[src/rtl/ripple_count_sampler.sv]
// Samples an asynchronous ripple counter through a 2-flop synchronizer and a settle filter,
// and emits valid/ready records of (value, delta, wrap). Optional wrap counter: RCS_WRAP_TOTAL_EN.
module ripple_count_sampler #(
  parameter int unsigned WIDTH  = 4,
  parameter int unsigned SETTLE = 2
) (
  input  logic             clk,
  input  logic             reset,
  input  logic [WIDTH-1:0] count_in,
  input  logic             out_ready,
  output logic             out_valid,
  output logic [WIDTH-1:0] out_count,
  output logic [WIDTH-1:0] out_delta,
  output logic             out_wrap,
  output logic [7:0]       drop_cnt,
  output logic [7:0]       wrap_total
);

  localparam logic [3:0] STAB_MAX = 4'(SETTLE - 1);

  typedef enum logic {IDLE, HOLD} state_t;

  logic [WIDTH-1:0] r_s1;
  logic [WIDTH-1:0] r_s2;
  logic [WIDTH-1:0] r_cand;
  logic [3:0]       r_stab;
  logic [WIDTH-1:0] r_last;
  state_t           r_state;
  logic             r_valid;
  logic [WIDTH-1:0] r_count;
  logic [WIDTH-1:0] r_delta;
  logic             r_wrap;
  logic [7:0]       r_drop;

  logic             w_accept;
  logic [WIDTH-1:0] w_delta;
  logic             w_wrap;

  // A value is accepted once it has been seen SETTLE times in a row and differs from the last one.
  assign w_accept = (r_stab == STAB_MAX) && (r_cand != r_last);
  assign w_delta  = r_cand - r_last;
  assign w_wrap   = (r_cand < r_last);

  always_ff @(posedge clk or negedge reset) begin
    if (!reset) begin
      r_s1   <= '0;
      r_s2   <= '0;
      r_cand <= '0;
      r_stab <= '0;
      r_last <= '0;
    end else begin
      r_s1 <= count_in;
      r_s2 <= r_s1;
      if (r_s2 != r_cand) begin
        r_cand <= r_s2;
        r_stab <= '0;
      end else if (r_stab != STAB_MAX) begin
        r_stab <= r_stab + 4'd1;
      end
      if (w_accept) begin
        r_last <= r_cand;
      end
    end
  end

  always_ff @(posedge clk or negedge reset) begin
    if (!reset) begin
      r_state <= IDLE;
      r_valid <= 1'b0;
      r_count <= '0;
      r_delta <= '0;
      r_wrap  <= 1'b0;
      r_drop  <= '0;
    end else begin
      case (r_state)
        IDLE: begin
          if (w_accept) begin
            r_count <= r_cand;
            r_delta <= w_delta;
            r_wrap  <= w_wrap;
            r_state <= HOLD;
            r_valid <= 1'b1;
          end
        end
        HOLD: begin
          if (w_accept) begin
            if (out_ready) begin
              r_count <= r_cand;
              r_delta <= w_delta;
              r_wrap  <= w_wrap;
            end else if (r_drop != 8'hFF) begin
              r_drop <= r_drop + 8'd1;
            end
          end else if (out_ready) begin
            r_state <= IDLE;
            r_valid <= 1'b0;
          end
        end
        default: begin
          r_state <= IDLE;
          r_valid <= 1'b0;
        end
      endcase
    end
  end

`ifdef RCS_WRAP_TOTAL_EN
  logic [7:0] r_wtot;

  // Counts every wrapping accept, including ones lost to backpressure.
  always_ff @(posedge clk or negedge reset) begin
    if (!reset) begin
      r_wtot <= '0;
    end else if (w_accept && w_wrap && (r_wtot != 8'hFF)) begin
      r_wtot <= r_wtot + 8'd1;
    end
  end

  assign wrap_total = r_wtot;
`else
  assign wrap_total = '0;
`endif

  assign out_valid = r_valid;
  assign out_count = r_count;
  assign out_delta = r_delta;
  assign out_wrap  = r_wrap;
  assign drop_cnt  = r_drop;

endmodule

[config.mk]
export PLATFORM = sky130hd
export DESIGN_NAME = ripple_count_sampler
export DESIGN_NICKNAME = d
export VERILOG_FILES = /design/src/rtl/ripple_count_sampler.sv
export SDC_FILE = /design/constraint.sdc
export NUM_CORES = 1
export LEC_CHECK = 0
export BUFFER_PORTS_ARGS = -buffer_cell sky130_fd_sc_hd__clkbuf_2
export CAP_MARGIN = 20
export CORE_UTILIZATION = 25
export DETAILED_ROUTE_END_ITERATION = 10
export SETUP_SLACK_MARGIN = 0.3
export SLEW_MARGIN = 5
export SYNTH_ARGS = -nofsm -noshare
export SYNTH_HDL_FRONTEND = slang
export SYNTH_SLANG_ARGS = --single-unit
[constraint.sdc]
create_clock -name clk -period 2 [get_ports clk]
set_input_delay 0.5 -clock clk [delete_from_list [all_inputs] [get_ports clk]]
set_output_delay 0.5 -clock clk [all_outputs]
set_load 0.1 [all_outputs]
==> impl_metrics.toml <==
[outcome]
status = "finished clean"

[cells_and_area]
seq_area_um2 = 991
final_common_cell = "dfrtp_1"
nFillCells = 633
drive_above_1_share_pct = 49.8
multi_input_area_um2 = 801
area_growth_pct = 41.5
num_antenna_cells = 0
final_cell_mix = "31 x dfrtp_1, 20 x buf_4, 18 x clkbuf_2"
nets = 217
final_core_util_pct = 37.5

[floorplan]
dieHeight_um = 85.2
io-pin-count = 33
dieArea_um2 = 7260
fp-row-count = 29
core_area_um2 = 6530
start_util_pct = 26.5
die_w_um = 85.2

[clock_network]
cts_tree = "done"
htreeDepth = 2
clock_latency_ns = 0.30
root_buffer = "clkbuf_8"
cts_num_sinks = 39
clk_pin_slew_worst_paths_ns = 0.09
clockBufferDepth = 2
cts_buffers = 5

[timing]
setup_viol = 0
fin_crit_sh_pct = 99.9
tightest_slew_ns = 0.546
fin_hold_ws_ns = 0.164
setup_ws_ns = 0.00254
skew_ns = 0.0137
rsz0062_at_grt = "true"
hold_viol = 0
maxSlewHeadroom_pct = 63.7
slew_violations = 0
timing.fmax_mhz = 501
fin_crit_ns = 2.00

[setup_path]
worstSetupPathType = "flop to flop"
cp_max_fo = 7
start_kind = "flop"
worstPathRequired_ns = 2.19
worstSetupStartpoint = "r_cand[0]"
arrival_ns = 2.19
reg2reg_from = "r_cand[0]"
cp-end-kind = "flop"
endpoint = "out_count[2]"
ff2ff_setup_slack_ns = 0.003
ff2ff_path_depth = 8
r2r_end = "out_count[2]"

[place]
post-place-ws_ns = -0.0742
place.gp.congestion = 0.741
port_buffers = 24
dp_hpwl_um = 2270

[yosys]
yosysUniqueCellTypes = 29
ys_seq_elements = 39
ys_seq_area_share_pct = 56.4
synthCells = 145
ys_warn_count = 0
synthesis.area_um2 = 1730
syn_area_per_cell_um2 = 11.9

[routing]
drtIter0Drc = 25
wl_per_cell_um = 11.7
drt-total-wl_um = 3240
remaining_drc_errors = 0
vias_per_cell = 4.15
ant_nets = 0
routed-via-count = 1155
drtPass1Iterations = 3

[global_routing]
antenna_found_initial = 0
grt_use_total_pct = 9.73
grt_first_pass_wirelength_um = 5400
first_global_vias = 1153
grt_max_degree = 22
grt_overflow_total = 0

[min_path]
hold_class = "primary input to asynchronous set/reset pin"

[power_and_ir_drop]
ir_drop_mv = 0.903
leakage_nw = 1.18
power.density_nw_per_um2 = 1370

[run]
maxCapViolCount = 0
worst max-delay path: stages (launching register included):
cell and delay, ns:
dfrtp_1 0.40, inv_2 0.09, ha_4 0.21, nand4_1 0.15
nand2_4 0.09, ha_4 0.16, or3_4 0.38, buf_6 0.15
mux2_2 0.27
synthesized netlist by cell type:
cell	instances	area (um^2)
a21boi_0	1	7.51
a21oi_1	2	10.0
a22o_1	1	8.76
and3_1	1	6.26
buf_2	1	5.00
buf_4	8	60.1
clkbuf_1	5	18.8
conb_1	1	3.75
dfrtp_1	39	976
fa_1	1	20.0
ha_1	9	113
inv_1	8	30.0
mux2_2	8	90.1
nand2_1	9	33.8
nand2_4	1	11.3
nand3_1	4	20.0
nand4_1	4	25.0
nor2_1	7	26.3
nor2b_1	3	18.8
nor3_1	4	20.0
nor3b_1	1	7.51
nor3b_4	1	18.8
nor4_2	1	12.5
o21ai_0	6	30.0
o21ai_1	1	5.00
o31ai_1	2	15.0
or3_1	1	6.26
xnor2_1	6	52.6
xor2_1	9	78.8
state kept, by name, indices dropped and copies added (netlist names):
signal     count
r_last         4
out_delta      4
out_count      4
out_valid      1
r_s2           4
r_s1           4
out_wrap       1
drop_cnt       8
r_stab         4
r_state        1
r_cand         4
worst min-delay path by stage:
stage,from,endpoint,slack [ns],cells past startpoint
after CTS,reset,r_s2[0],0.19,1
after global placement,r_s1[3],r_s2[3],0.33,0
final,reset,r_s2[0],0.16,1
after floorplan,reset,drop_cnt[2],0.20,0
after global routing,reset,r_s2[0],0.19,1
after detailed placement,r_s1[3],r_s2[3],0.34,0
power breakdown:
part / leakage [nW] / total [mW] / switching (mW) / internal [mW]
sequential: 0.475 / 1.05 / 0.0999 / 0.953
combinational: 0.648 / 1.60 / 1.16 / 0.437
clock: 0.0618 / 0.696 / 0.286 / 0.410
total: 1.18 / 3.35 / 1.55 / 1.80
layout make-up:
| type | instances | share of cell area (%) |
|---|---|---|
| inverters | 8 | 1.23 |
| multi-input cells | 91 | 32.7 |
| well taps | 77 | 3.93 |
| repair buffers | 55 | 16.7 |
| clock buffers | 6 | 3.37 |
| clock inverters | 2 | 1.58 |
| flip-flops and latches | 39 | 40.5 |
what timing repair did:
action,in CTS,in global routing
hold endpoints to repair,0,0
hold buffers,0,0
setup buffers,5,9
setup endpoints to repair,11,27
pin swaps,6,8
cloned,1,0
gates resized for setup,14,31
through the flow:
step	area (um^2)	power [mW]	cells	setup TNS, ns
finish	2450	3.35	278	0
floorplan	1790	2.24	152	-0.892
global route	2450	3.53	278	-0.525
detailed placement	2040	2.52	255	-0.279
CTS	2280	3.28	269	0
global placement	2040	2.51	255	-0.232
cell families after synthesis:
group                      count (synthesis)  synth area share, %
DFF                                       39                 56.4
and+or+nand+nor                           37                 11.9
buffers and inverters                     22                 6.58
xor gates and xnor gates                  15                 7.59
AOI/OAI and AO/OA                         13                 4.41
adders and majority gates                 10                 7.66
muxes                                      8                 5.21
other                                      1                0.217
metal layers:
metal  GRT usage [%]  part of all wire, %  vias up
met4            3.70                  1.4        0
met1            12.9                   47      548
li1                -                    -      576
met5               0                    0        -
met3            3.50                  4.0        6
met2            14.6                   47       25
Power figures use the tool's default switching activity.
